[src/rtl/axi_dma_pkg.sv]
// Shared constants, engine state encoding and width helper for the AXI DMA write engine.
package axi_dma_pkg;

  localparam logic [1:0] AXI_BURST_INCR = 2'b01;
  localparam logic [1:0] AXI_RESP_OKAY  = 2'b00;

  typedef enum logic [0:0] {
    StIdle,
    StRun
  } eng_state_e;

  // Bits needed to hold the values 0..n inclusive when n is a power of two.
  function automatic int unsigned cnt_width(input int unsigned n);
    return $clog2(n) + 1;
  endfunction

endpackage

[src/rtl/axi_dma_len_fifo.sv]
// Small synchronous FIFO carrying burst lengths from the AW splitter to the W beat counter.
module axi_dma_len_fifo #(
  parameter int unsigned Depth = 4,
  parameter int unsigned Width = 5
) (
  input  logic             clk_i,
  input  logic             rst_i,
  input  logic             push_i,
  input  logic [Width-1:0] wdata_i,
  input  logic             pop_i,
  output logic [Width-1:0] rdata_o,
  output logic             full_o,
  output logic             empty_o
);

  localparam int unsigned PtrW = (Depth > 1) ? $clog2(Depth) : 1;
  localparam int unsigned CntW = $clog2(Depth) + 1;

  logic [Width-1:0] mem_q [Depth];
  logic [PtrW-1:0]  wr_ptr_q, wr_ptr_d;
  logic [PtrW-1:0]  rd_ptr_q, rd_ptr_d;
  logic [CntW-1:0]  cnt_q, cnt_d;
  logic             push_ok, pop_ok;

  function automatic logic [PtrW-1:0] ptr_inc(input logic [PtrW-1:0] ptr);
    return (ptr == PtrW'(Depth - 1)) ? '0 : ptr + 1'b1;
  endfunction

  assign full_o  = (cnt_q == CntW'(Depth));
  assign empty_o = (cnt_q == '0);
  assign push_ok = push_i && !full_o;
  assign pop_ok  = pop_i && !empty_o;
  assign rdata_o = mem_q[rd_ptr_q];

  always_comb begin
    wr_ptr_d = wr_ptr_q;
    rd_ptr_d = rd_ptr_q;
    if (push_ok) wr_ptr_d = ptr_inc(wr_ptr_q);
    if (pop_ok)  rd_ptr_d = ptr_inc(rd_ptr_q);
    cnt_d = cnt_q + CntW'(push_ok) - CntW'(pop_ok);
  end

  always_ff @(posedge clk_i) begin
    if (rst_i) begin
      wr_ptr_q <= '0;
      rd_ptr_q <= '0;
      cnt_q    <= '0;
    end else begin
      wr_ptr_q <= wr_ptr_d;
      rd_ptr_q <= rd_ptr_d;
      cnt_q    <= cnt_d;
    end
  end

  always_ff @(posedge clk_i) begin
    if (push_ok) mem_q[wr_ptr_q] <= wdata_i;
  end

endmodule

[src/rtl/axi_dma_wr_engine.sv]
// Descriptor-driven AXI write master: splits a transfer into 4 KB-safe bursts, streams FIFO
// beats onto W and tracks outstanding B responses.
module axi_dma_wr_engine
  import axi_dma_pkg::*;
#(
  parameter int unsigned AXI_ADDR_WIDTH  = 32,
  parameter int unsigned AXI_DATA_WIDTH  = 128,
  parameter int unsigned AXI_ID_WIDTH    = 1,
  parameter int unsigned AXI_ID          = 1,
  parameter int unsigned AXI_LEN_WIDTH   = 8,
  parameter int unsigned MAX_BURST_LEN   = 16,
  parameter int unsigned MAX_OUTSTANDING = 4,
  parameter int unsigned LEN_WIDTH       = 20
) (
  input  logic                        aclk,
  input  logic                        areset,
  input  logic [AXI_ADDR_WIDTH-1:0]   cfg_addr,
  input  logic [LEN_WIDTH-1:0]        cfg_len,
  input  logic                        cfg_valid,
  output logic                        cfg_ready,
  output logic [AXI_ID_WIDTH-1:0]     awid,
  output logic [AXI_ADDR_WIDTH-1:0]   awaddr,
  output logic [AXI_LEN_WIDTH-1:0]    awlen,
  output logic [2:0]                  awsize,
  output logic [1:0]                  awburst,
  output logic                        awvalid,
  input  logic                        awready,
  output logic [AXI_ID_WIDTH-1:0]     wid,
  output logic [AXI_DATA_WIDTH-1:0]   wdata,
  output logic [AXI_DATA_WIDTH/8-1:0] wstrb,
  output logic                        wlast,
  output logic                        wvalid,
  input  logic                        wready,
  input  logic [AXI_ID_WIDTH-1:0]     bid,
  input  logic [1:0]                  bresp,
  input  logic                        bvalid,
  output logic                        bready,
  input  logic [AXI_DATA_WIDTH-1:0]   if_rd_data,
  input  logic                        if_rd_valid,
  output logic                        if_rd_pop,
  output logic                        st_busy,
  output logic                        st_done,
  output logic                        st_error
);

  localparam int unsigned STRB_W   = AXI_DATA_WIDTH / 8;
  localparam int unsigned BPB      = STRB_W;
  localparam int unsigned BEATS_4K = 4096 / BPB;
  localparam int unsigned SIZE_W   = $clog2(BPB);
  localparam int unsigned BLEN_W   = cnt_width(MAX_BURST_LEN);
  localparam int unsigned OUT_W    = cnt_width(MAX_OUTSTANDING);
  localparam logic [AXI_ADDR_WIDTH-1:0] ADDR_MASK = ~AXI_ADDR_WIDTH'(BPB - 1);

  eng_state_e                state_q, state_d;
  logic [AXI_ADDR_WIDTH-1:0] addr_q, addr_d;
  logic [LEN_WIDTH-1:0]      rem_q, rem_d;
  logic [OUT_W-1:0]          outst_q, outst_d;
  logic                      wact_q, wact_d;
  logic [BLEN_W-1:0]         wcnt_q, wcnt_d;
  logic                      err_q, err_d;
  logic                      done_q, done_d;

  logic [31:0]       rem_w, room_w, beats_w;
  logic              aw_hs, w_hs, b_hs;
  logic              fifo_full, fifo_empty, fifo_pop;
  logic [BLEN_W-1:0] fifo_rdata;

  // Burst size: bounded by what is left, the burst limit and the distance to the 4 KB page end.
  always_comb begin
    rem_w   = 32'(rem_q);
    room_w  = BEATS_4K - 32'(addr_q[11:0] >> SIZE_W);
    beats_w = rem_w;
    if (beats_w > MAX_BURST_LEN) beats_w = MAX_BURST_LEN;
    if (beats_w > room_w)        beats_w = room_w;
  end

  assign awid    = AXI_ID_WIDTH'(AXI_ID);
  assign wid     = AXI_ID_WIDTH'(AXI_ID);
  assign awaddr  = addr_q;
  assign awlen   = AXI_LEN_WIDTH'(beats_w - 1);
  assign awsize  = 3'(SIZE_W);
  assign awburst = AXI_BURST_INCR;
  assign awvalid = (state_q == StRun) && (rem_q != '0) &&
                   (outst_q != OUT_W'(MAX_OUTSTANDING)) && !fifo_full;
  assign aw_hs   = awvalid && awready;

  assign wvalid    = wact_q && if_rd_valid;
  assign wlast     = wact_q && (wcnt_q == BLEN_W'(1));
  assign wdata     = if_rd_data;
  assign wstrb     = '1;
  assign w_hs      = wvalid && wready;
  assign if_rd_pop = w_hs;
  // Load the next burst as soon as the W path is free, including right after wlast.
  assign fifo_pop  = !fifo_empty && (!wact_q || (w_hs && wlast));

  assign bready = 1'b1;
  assign b_hs   = bvalid && (bid == AXI_ID_WIDTH'(AXI_ID));

  assign cfg_ready = (state_q == StIdle);
  assign st_busy   = (state_q == StRun);
  assign st_done   = done_q;
  assign st_error  = err_q;

  axi_dma_len_fifo #(
    .Depth (MAX_OUTSTANDING),
    .Width (BLEN_W)
  ) u_len_fifo (
    .clk_i   (aclk),
    .rst_i   (areset),
    .push_i  (aw_hs),
    .wdata_i (BLEN_W'(beats_w)),
    .pop_i   (fifo_pop),
    .rdata_o (fifo_rdata),
    .full_o  (fifo_full),
    .empty_o (fifo_empty)
  );

  always_comb begin
    state_d = state_q;
    addr_d  = addr_q;
    rem_d   = rem_q;
    err_d   = err_q;
    done_d  = 1'b0;
    unique case (state_q)
      StIdle: begin
        if (cfg_valid) begin
          addr_d = cfg_addr & ADDR_MASK;
          rem_d  = cfg_len;
          err_d  = 1'b0;
          if (cfg_len == '0) done_d = 1'b1;
          else               state_d = StRun;
        end
      end
      StRun: begin
        if (aw_hs) begin
          addr_d = addr_q + AXI_ADDR_WIDTH'(beats_w * BPB);
          rem_d  = rem_q - LEN_WIDTH'(beats_w);
        end
        if (b_hs && (bresp != AXI_RESP_OKAY)) err_d = 1'b1;
        if ((rem_q == '0) && !wact_q && fifo_empty && (outst_q == '0)) begin
          state_d = StIdle;
          done_d  = 1'b1;
        end
      end
      default: state_d = StIdle;
    endcase
  end

  always_comb begin
    outst_d = outst_q;
    unique case ({aw_hs, b_hs && (outst_q != '0)})
      2'b10:   outst_d = outst_q + 1'b1;
      2'b01:   outst_d = outst_q - 1'b1;
      default: outst_d = outst_q;
    endcase
  end

  always_comb begin
    wact_d = wact_q;
    wcnt_d = wcnt_q;
    if (fifo_pop) begin
      wact_d = 1'b1;
      wcnt_d = fifo_rdata;
    end else if (w_hs) begin
      wcnt_d = wcnt_q - 1'b1;
      if (wlast) wact_d = 1'b0;
    end
  end

  always_ff @(posedge aclk) begin
    if (areset) begin
      state_q <= StIdle;
      addr_q  <= '0;
      rem_q   <= '0;
      outst_q <= '0;
      wact_q  <= 1'b0;
      wcnt_q  <= '0;
      err_q   <= 1'b0;
      done_q  <= 1'b0;
    end else begin
      state_q <= state_d;
      addr_q  <= addr_d;
      rem_q   <= rem_d;
      outst_q <= outst_d;
      wact_q  <= wact_d;
      wcnt_q  <= wcnt_d;
      err_q   <= err_d;
      done_q  <= done_d;
    end
  end

endmodule

[config.mk]
export PLATFORM = sky130hd
export DESIGN_NAME = axi_dma_wr_engine
export DESIGN_NICKNAME = d
export VERILOG_FILES = /design/src/rtl/axi_dma_pkg.sv /design/src/rtl/axi_dma_len_fifo.sv /design/src/rtl/axi_dma_wr_engine.sv
export SDC_FILE = /design/constraint.sdc
export NUM_CORES = 1
export LEC_CHECK = 0
export BUFFER_PORTS_ARGS = -buffer_cell sky130_fd_sc_hd__buf_2
export CORE_AREA = 2 2 152 154
export CTS_CLUSTER_SIZE = 8
export DETAILED_ROUTE_END_ITERATION = 6
export DIE_AREA = 0 0 154 156
export HOLD_SLACK_MARGIN = 0.12
export MAX_ROUTING_LAYER = met4
export PLACE_DENSITY = 0.65
export SLEW_MARGIN = 20
export SYNTH_ARGS = -nofsm -noshare
export SYNTH_HDL_FRONTEND = slang
export SYNTH_SLANG_ARGS = --single-unit
[constraint.sdc]
create_clock -name aclk -period 15.15 [get_ports aclk]
set_clock_uncertainty 0.2 [all_clocks]
set_input_delay 2.2725 -clock aclk [delete_from_list [all_inputs] [get_ports aclk]]
set_output_delay 2.2725 -clock aclk [all_outputs]
set_load 0.1 [all_outputs]
==> flow_summary.toml <==
[worst_setup_path]
reg2reg_depth = 24
cp-end-kind = "primary output"
cp.depth = 17
max_stage_delay_ns = 0.68
arrival_ns = 4.81
path_max_fanout = 19
cp_num_buf_inv = 4
path_cells = "nor4_1 -> inv_1 -> a21oi_1 -> and2_1 -> ha_1 -> nor2b_1 -> o211ai_1 -> a21oi_1 -> o21ai_1 -> buf_4 -> mux2i_1 -> inv_1 -> nand2_1 -> or3_1 -> nor2_1 -> xnor2_1 -> buf_2"
crit_type = "flip-flop to primary output"
cp_top_family = "simple AND/OR/NAND/NOR gates"
critPathSlowestCell = "nor4_1"
startpoint_type = "flip-flop"
r2r_start = "rem_q[1]$_SDFFE_PP0P_"
startpoint = "rem_q[1]$_SDFFE_PP0P_"
cp.required_ns = 12.68

[clock_tree]
cts_root_buf = "clkbuf_16"
clockBufferDepth = 2
cts_buffers = 9
cts_tree = "done"
hold_buffers = 0
cts_num_sinks = 89
postCtsSetupBuffers = 0
worstSkewPairLatency_ns = 0.36
path_clk_slew_ns = 0.08
ctsResizeCount = 0
h-tree-depth = 3

[sta]
slew_headroom_pct = 42.9
finalSetupViolCount = 0
layout_worst_path_cycle_share_pct = 48.1
drv_slew = 0
fin_crit_ns = 7.29
finalSetupTns_ns = 0
final_hold_viol_count = 0
rsz0062_at_grt = "false"
worstMarginPinSlew_ns = 0.856
fmax_mhz = 137
layout_setup_ws_ns = 7.86

[yosys]
ys_types = 75
synth_simple_gate_area_share_pct = 16.9
synthMuxAreaShare_pct = 3.61
ys_seq_area_share_pct = 25.2
synth_compound_area_share_pct = 20.8
yosysWarnings = 0
ys.flop_type = "dfxtp_1"
synth-edff-count = 20
ys_seq_elements = 89
syn_area_per_cell_um2 = 8.12
postSynth.asyncResetShare_pct = 0
syn_area_um2 = 7870
synth-xor-area-share_pct = 4.45
synth_top_family_by_area = "compound AO/OA/AOI/OAI gates"
synthAdderAreaFrac_pct = 10.5
synthCells = 969

[die]
die_y_um = 156
die_w_um = 154
fp.coreArea_um2 = 22400
die_area_um2 = 24000
start_util_pct = 35.2
placementRows = 55
io_pins = 390

[finish]
nets = 1198
layout-drive-gt1-share_pct = 15.6
area_growth_syn_to_layout_pct = 0.986
final_cell_mix = "buf_2, nor2_1, nand2_1, dfxtp_1, a21oi_1"
final_common_cell = "buf_2"
num_antenna_cells = 0
final_util_pct = 35.5

[place]
dp_hpwl_um = 14700
gp_congestion = 0.824
io_buffers = 101
place_ws_ns = 8.28

[power_and_ir_drop]
p_sw_uw = 700
powerDensity_nw_per_um2 = 168
power_leakage_nw = 3.43
swShare_pct = 52.5
p_comb_share_pct = 58.8
p_int_uw = 633
power.total_mw = 1.33
clkPwrFrac_pct = 16.8
vdd_ir_drop_max_v = 0.000210
p_seq_share_pct = 24.4

[routing]
first_iter_violations = 381
wirelength_um = 19800
wire_per_inst_um = 16.0
ant_nets = 0
via_per_inst = 5.26
vias = 6494
drc = 0
first_pass_iters = 4

[global_route]
grt_pass1_wl_um = 31800
antenna_found_initial = 0
grt_pass1_vias = 6251
grt_max_degree = 70
grtUsageTotal_pct = 17.0
overflow = 0

[hold_path]
hold_start = "st_error$_SDFFE_PP0P_"
whs_path_depth = 2
hold_path.class = "flip-flop to flip-flop"

[job]
drv_cap = 0

[run_status]
status = "completed"
==> metal layers <==
layer	part of all wire, %	vias to the layer above	track usage, %
met4	1.6	0	5.25
li1	-	3216	-
met5	0	-	-
met3	4.6	31	3.31
met1	46	3081	21.1
met2	48	166	27.9
==> stage by stage <==
| stage | cells | hold WS, ns | area [µm²] |
|---|---|---|---|
| final | 1235 | 0.253 | 7950 |
| after global routing | 1235 | 0.320 | 7950 |
| after CTS | 1235 | 0.255 | 7940 |
| after detailed placement | 1219 | 0.246 | 7660 |
| after global placement | 1219 | 0.240 | 7660 |
| after floorplan | 1020 | 0.254 | 8060 |
==> final timing paths <==
check                            end  slack (ns)
max                         awlen[7]        7.86
min            st_error$_SDFFE_PP0P_        0.25
max reg2reg  awaddr[27]$_SDFFE_PP0P_        8.75
min reg2reg    st_error$_SDFFE_PP0P_        0.25
==> power by group through the flow <==
stage / combinational (mW) / sequential, mW / clock [mW]
final: 0.784 / 0.326 / 0.224
after global routing: 0.856 / 0.333 / 0.235
after CTS: 0.782 / 0.326 / 0.227
after detailed placement: 0.777 / 0.332 / 0
after global placement: 0.771 / 0.330 / 0
after floorplan: 0.751 / 0.384 / 0
==> registers in the layout, summed over array words and instances (netlist names), 2 cells and up, named ones only <==
name / count
awaddr: 28
u_len_fifo.mem_q: 20
u_len_fifo.cnt_q: 3
wcnt_q: 5
rem_q: 20
outst_q: 3
u_len_fifo.rd_ptr_q: 2
u_len_fifo.wr_ptr_q: 2
==> synthesized netlist by cell type (4+ instances only) <==
cell      instances  area [µm²]
o21bai_1          5        37.5
nand4_1           6        37.5
o31ai_1           5        37.5
clkbuf_1         33         124
xor2_1           17         149
o21ai_0          40         200
and3_1           10        62.6
nand2b_1          6        37.5
xnor2_1          23         201
o41ai_1           4        35.0
nor2b_1          10        62.6
nor4b_1           4        35.0
a22oi_1           4        30.0
a31oi_1          10        62.6
edfxtp_1         20         601
buf_4           156        1170
a21o_1           15         113
nor3_1           22         110
or3_1             8        50.1
a211o_1           4        35.0
a31o_2            4        35.0
nor4_1           17         106
dfxtp_1          69        1380
mux4_2            5         113
ha_1             59         738
nand3_1          19        95.1
mux2i_1          16         160
inv_1            35         131
nor2_1           97         364
nand2_1          69         259
fa_1              4        80.1
a21oi_1          63         315
o21a_1            8        60.1
a211oi_1         42         315
==> logic make-up (layout without fill, tap and decap cells) <==
logic type                 after synthesis  count (layout)
and+or+nand+nor                        283             283
buffers and inverters                  230             160
muxes                                   22              22
xor gates and xnor gates                40              40
AOI/OAI and AO/OA                      239             239
DFF                                     89              89
other                                    2              53
adders and majority gates               64              64
==> tightest hold or removal path, cell delays in order, from the launching register on <==
cell and delay, ns:
dfxtp_1 0.31, nand2_1 0.05, a21oi_1 0.05
==> final cells by class <==
class / count / area, µm²
multi-input combinational: 701 / 4640
sequential: 89 / 1980
clock buffer: 10 / 229
tap: 285 / 357
timing repair buffer: 107 / 551
inverter: 37 / 139
fill: 2334 / 14400
clock inverter: 6 / 50.0
No activity file was read; power rests on OpenSTA's default activity.
